### src/rtl/mu_seq.sv
// mu_seq: issue/response sequencer for the pipelined multiply unit.
// Latency: MU_LAT+1 cycles from request accept to rsp_valid; one result per cycle sustained.
// Backpressure: req_ready is credit based (registered occupancy < FIFO_DEPTH); rsp side is valid/ready.
//
// Ports:
//   clk, rst_n                      clock, async active-low reset
//   req_valid/req_ready/req_a/req_b/req_ctl/req_rd   request from execute
//   mu_a/mu_b/mu_ctl -> mu, mu_res <- mu              multiply unit interface
//   rsp_valid/rsp_ready/rsp_data/rsp_rd               result to writeback
//   busy                            accepted-but-unpopped ops exist
// Optional: define MU_SEQ_FLUSH_EN to add a 'flush' input that discards all state.
module mu_seq #(
  parameter int MU_LAT     = 2,
  parameter int FIFO_DEPTH = 4,
  parameter int TAG_W      = 5
) (
  input  logic             clk,
  input  logic             rst_n,
`ifdef MU_SEQ_FLUSH_EN
  input  logic             flush,
`endif
  input  logic             req_valid,
  output logic             req_ready,
  input  logic [31:0]      req_a,
  input  logic [31:0]      req_b,
  input  logic [1:0]       req_ctl,
  input  logic [TAG_W-1:0] req_rd,
  output logic [31:0]      mu_a,
  output logic [31:0]      mu_b,
  output logic [1:0]       mu_ctl,
  input  logic [31:0]      mu_res,
  output logic             rsp_valid,
  input  logic             rsp_ready,
  output logic [31:0]      rsp_data,
  output logic [TAG_W-1:0] rsp_rd,
  output logic             busy
);

  localparam int PW = $clog2(FIFO_DEPTH);
  localparam int CW = $clog2(FIFO_DEPTH + 1);
  localparam logic [CW-1:0] OCC_MAX = CW'(FIFO_DEPTH);

  typedef struct packed {
    logic [31:0]      data;
    logic [TAG_W-1:0] rd;
  } rsp_t;

  logic flush_i;
`ifdef MU_SEQ_FLUSH_EN
  assign flush_i = flush;
`else
  assign flush_i = 1'b0;
`endif

  logic [CW-1:0]    occ;
  logic             accept;
  logic             pop;
  logic [MU_LAT:0]  sh_vld;
  logic [TAG_W-1:0] sh_tag [MU_LAT+1];
  rsp_t             mem [FIFO_DEPTH];
  logic [PW-1:0]    wr_ptr;
  logic [PW-1:0]    rd_ptr;
  logic             fifo_full;
  logic             fifo_empty;
  logic             fifo_wr;
  rsp_t             head;

  // Credit counts every op from accept until writeback pops it, including
  // ops still inside mu, so the FIFO can never be written while full.
  assign req_ready = (occ < OCC_MAX) & ~flush_i;
  assign accept    = req_valid & req_ready;
  assign rsp_valid = ~fifo_empty & ~flush_i;
  assign pop       = rsp_valid & rsp_ready;
  assign busy      = (occ != '0);

  always_ff @(posedge clk or negedge rst_n) begin
    if (!rst_n) begin
      occ <= '0;
    end else if (flush_i) begin
      occ <= '0;
    end else if (accept & ~pop) begin
      occ <= occ + 1'b1;
    end else if (pop & ~accept) begin
      occ <= occ - 1'b1;
    end
  end

  // Operands idle at zero when nothing is issued.
  always_ff @(posedge clk or negedge rst_n) begin
    if (!rst_n) begin
      mu_a   <= '0;
      mu_b   <= '0;
      mu_ctl <= '0;
    end else if (accept) begin
      mu_a   <= req_a;
      mu_b   <= req_b;
      mu_ctl <= req_ctl;
    end else begin
      mu_a   <= '0;
      mu_b   <= '0;
      mu_ctl <= '0;
    end
  end

  // Shadow pipeline: stage MU_LAT lines up with mu_res being valid.
  always_ff @(posedge clk or negedge rst_n) begin
    if (!rst_n) begin
      sh_vld <= '0;
      for (int i = 0; i <= MU_LAT; i++) begin
        sh_tag[i] <= '0;
      end
    end else begin
      sh_vld    <= flush_i ? '0 : {sh_vld[MU_LAT-1:0], accept};
      sh_tag[0] <= req_rd;
      for (int i = 1; i <= MU_LAT; i++) begin
        sh_tag[i] <= sh_tag[i-1];
      end
    end
  end

  assign fifo_wr = sh_vld[MU_LAT] & ~flush_i;

  always_ff @(posedge clk) begin
    if (fifo_wr) begin
      mem[wr_ptr] <= {mu_res, sh_tag[MU_LAT]};
    end
  end

  // Pointers wrap naturally (power-of-2 depth); full/empty disambiguate
  // the equal-pointer case.
  always_ff @(posedge clk or negedge rst_n) begin
    if (!rst_n) begin
      wr_ptr     <= '0;
      rd_ptr     <= '0;
      fifo_full  <= 1'b0;
      fifo_empty <= 1'b1;
    end else if (flush_i) begin
      wr_ptr     <= '0;
      rd_ptr     <= '0;
      fifo_full  <= 1'b0;
      fifo_empty <= 1'b1;
    end else begin
      if (fifo_wr) wr_ptr <= wr_ptr + 1'b1;
      if (pop)     rd_ptr <= rd_ptr + 1'b1;
      if (fifo_wr & ~pop) begin
        fifo_empty <= 1'b0;
        fifo_full  <= ((wr_ptr + 1'b1) == rd_ptr);
      end else if (pop & ~fifo_wr) begin
        fifo_full  <= 1'b0;
        fifo_empty <= ((rd_ptr + 1'b1) == wr_ptr);
      end
    end
  end

  assign head     = mem[rd_ptr];
  assign rsp_data = fifo_empty ? '0 : head.data;
  assign rsp_rd   = fifo_empty ? '0 : head.rd;

`ifndef SYNTHESIS
  always_ff @(posedge clk) begin
    if (rst_n) begin
      assert (!(fifo_wr && fifo_full));
    end
  end
`endif

endmodule

### config.mk
export PLATFORM = sky130hd
export DESIGN_NAME = mu_seq
export DESIGN_NICKNAME = d
export VERILOG_FILES = /design/src/rtl/mu_seq.sv
export SDC_FILE = /design/constraint.sdc
export NUM_CORES = 1
export LEC_CHECK = 0
export CORE_MARGIN = 5
export CORE_UTILIZATION = 62
export DETAILED_ROUTE_END_ITERATION = 8
export DONT_BUFFER_PORTS = 1
export PLACE_DENSITY = 0.78
export SYNTH_ARGS = -nofsm -noshare
export SYNTH_HDL_FRONTEND = slang
export SYNTH_SLANG_ARGS = --single-unit
export TNS_END_PERCENT = 5
### constraint.sdc
create_clock -name clk -period 2.2 [get_ports clk]
set_input_delay 0 -clock clk [delete_from_list [all_inputs] [get_ports clk]]
set_output_delay 0 -clock clk [all_outputs]
set_load 0.01 [all_outputs]
==> reports/results.txt <==
Status -> finished, final reports clean
Syn_nets -> 549
Synth area leaders -> edfxtp_1, dfrtp_1, mux4_2, and2_1, ha_1
Design Area, Final -> 0.0107 mm2
Reg clk slew, reported paths -> 60 ps
Number of vias per cell -> 5.56
Critical path required time -> 2200 ps
TritonCTS Buffers -> 22
Clock Skews -> 19.9 ps
Gpl congestion -> 0.741
Total gr overflow -> 0
Post-CTS setup buffers -> 0
Largest fanout on the critical path -> 19
Most numerous cell in the Yosys netlist -> edfxtp_1
CP max stage cell -> dfrtp_2
Post-DRT Antenna Nets -> 0
Fin. Hold Viols -> 0
Maximum VDD drop -> 0.729 mV
DRC errors left -> 0
Drt first pass iters -> 4
Largest net degree at the start of global routing -> 93
Post-synthesis xor/xnor area fraction -> 0.709%
Synth area leader -> edfxtp_1
CTS Root Cell -> clkbuf_16
Net count, final -> 673
Setup crit start kind -> register
Tcrit/Tclk final -> 92.5%
Area share of fa/ha/maj cells after synthesis -> 1.10%
Synthesized area -> 0.00865 mm2
Vias in the first global route -> 4,786
CP Class -> register to output pin
Synth Area in Compound Gates -> 0.174%
Final slew viol count -> 0
Largest family of logic cells by synthesized area -> multiplexers
Clock Path Buffers -> 3
Clock latency on the worst-skew pair -> 500 ps
Post-CTS Resized -> 0
Yosys reg bits -> 240
RSZ-0062 raised after global routing -> false
# IOs -> 213
Hpwl dp -> 9570 um
Iter 0 DRT Violations -> 235
Vias -> 4,206
Max Cap Violations -> 0
FF-to-FF Start -> fifo_empty
Initial antenna violation count -> 2
Synth cell count leaders -> edfxtp_1, and2_1, dfrtp_1
Number of enable flip-flop cells after synthesis -> 148
Layout cell share with drive strength beyond 1 -> 17.1%
WL per Instance -> 23.2 um
Crit path max-delay family -> flip-flops
R2R Setup Slk -> 350 ps
Initial Utilization -> 62.8%
Post-Synthesis Cells -> 435
Seq/Total Area, Yosys -> 78.0%
Final setup fails -> 0
Synth top area share -> 51.4%
Clock Sinks -> 240
Dpl cell area -> 0.00888 mm2
CTS tree -> built
Setup tns final -> 0 ps
Design Power -> 12.8 mW
Die H -> 128 um
Critical-path cell list -> buf_4 > mux4_2 > and2_1
Largest stage delay, worst path -> 690 ps
Cells on worst reg2reg path -> 8
CORE AREA -> 0.0138 mm2
Worst slack, placed -> 350 ps
Yosys warning count -> 0
Mean post-synth cell area -> 19.9 um2
Post-Synth Simple-Gate Area -> 8.30%
H-tree depth -> 1
Die Area -> 0.0164 mm2
Max frequency -> 492 MHz
Mux contribution to synthesized area -> 9.76%
GRT Util Overall -> 21.9%
Synth Flop Type -> edfxtp_1
FF-to-FF End -> occ[2]
Crit path capture type -> output pin
Leak pwr -> 4.11 nW
Buf/Inv on CP -> 1
WL final -> 17,600 um
Die X -> 128 um
Global-route wire length before repair -> 26,900 um
Asr flop ratio synth -> 38.3%
Rows -> 43
Worst EP arrival -> 2030 ps
Worst hold slack -> 60.0 ps
Hold WC Path Type -> input pin to async pin
IO Port Bufs -> 0
Final WS setup -> 166 ps
Worst Setup SP -> rd_ptr[1]
Tmin final -> 2030 ps
Unique masters post-synth -> 27
Area growth from synthesis to layout -> 24.3%
Worst slew pin tran -> 506 ps
Slew HR -> 66.2%
Power Density -> 1190 mW/mm2
placed cells by master, fill, tap and decap left out, drive strengths merged, types with 2 or more instances in the layout:
cell / synthesis / layout
clkinv: 0 / 4
clkbuf: 12 / 32
mux4: 37 / 37
xnor2: 4 / 4
nand2: 2 / 2
buf: 8 / 14
edfxtp: 148 / 148
inv: 5 / 7
xor2: 3 / 3
and2: 107 / 107
dfrtp: 91 / 91
diode: 0 / 3
dlygate4sd3: 0 / 106
ha: 6 / 6
layer usage:
metal / share of wire [%] / vias up / track usage [%]
met4: 1.8 / 0 / 5.74
li1: - / 1830 / -
met5: 0 / - / 0
met1: 36 / 2162 / 25.2
met3: 9.4 / 26 / 7.88
met2: 53 / 188 / 38.9
cell type report:
| cell class | instances | area, um2 |
|---|---|---|
| antenna | 3 | 7.51 |
| tap | 180 | 225 |
| timing repair buffer | 120 | 1240 |
| clock inverter | 7 | 78.8 |
| multi-input combinational | 170 | 1740 |
| clock buffer | 32 | 689 |
| sequential | 240 | 6750 |
| inverter | 5 | 18.8 |
| fill | 759 | 3030 |
registers in the layout, indices dropped and copies added (netlist names):
register    count
fifo_empty      1
mu_a           32
mu_ctl          2
mem           148
sh_tag         15
sh_vld          3
wr_ptr          2
occ             3
mu_b           32
rd_ptr          2
metrics by stage:
| stage | cells | util, % |
|---|---|---|
| after floorplan | 435 | - |
| after global routing | 756 | 78.0 |
| after detailed placement | 608 | 64.5 |
| final | 757 | 78.0 |
| after global placement | 608 | 64.5 |
| after CTS | 754 | 78.0 |
power breakdown:
part,total [mW],switching [mW],internal [mW]
Sequential,5.96,0.457,5.50
Combinational,2.96,1.53,1.43
Clock,3.91,1.59,2.32
how the worst max path moves through the flow:
stage	cells after the start	endpoint	slack, ps
final	3	rsp_data[7]	170
after detailed placement	8	occ[2]	350
after global routing	3	rsp_data[7]	70
after CTS	3	rsp_data[7]	110
after floorplan	3	mem[2][0]	250
after global placement	8	occ[2]	420
kinds of logic after synthesis:
| group | count (synthesis) |
|---|---|
| adders and majority gates | 7 |
| and+or+nand+nor | 116 |
| AOI/OAI and AO/OA | 2 |
| DFF | 240 |
| muxes | 38 |
| xor gates and xnor gates | 7 |
| buffers and inverters | 25 |
worst reg2reg max path: stages, from the launching register on:
cell	delay [ps]
dfstp_2	540
inv_1	50
nand2_1	140
ha_1	220
inv_1	60
fa_1	370
xor2_1	170
nor2_1	110
xnor2_1	130
what timing repair did:
item	CTS	global route
hold buffers	107	0
endpoints found under the hold margin	295	0
endpoints found under the setup margin	0	0
No activity file was read; power rests on OpenSTA's default activity.
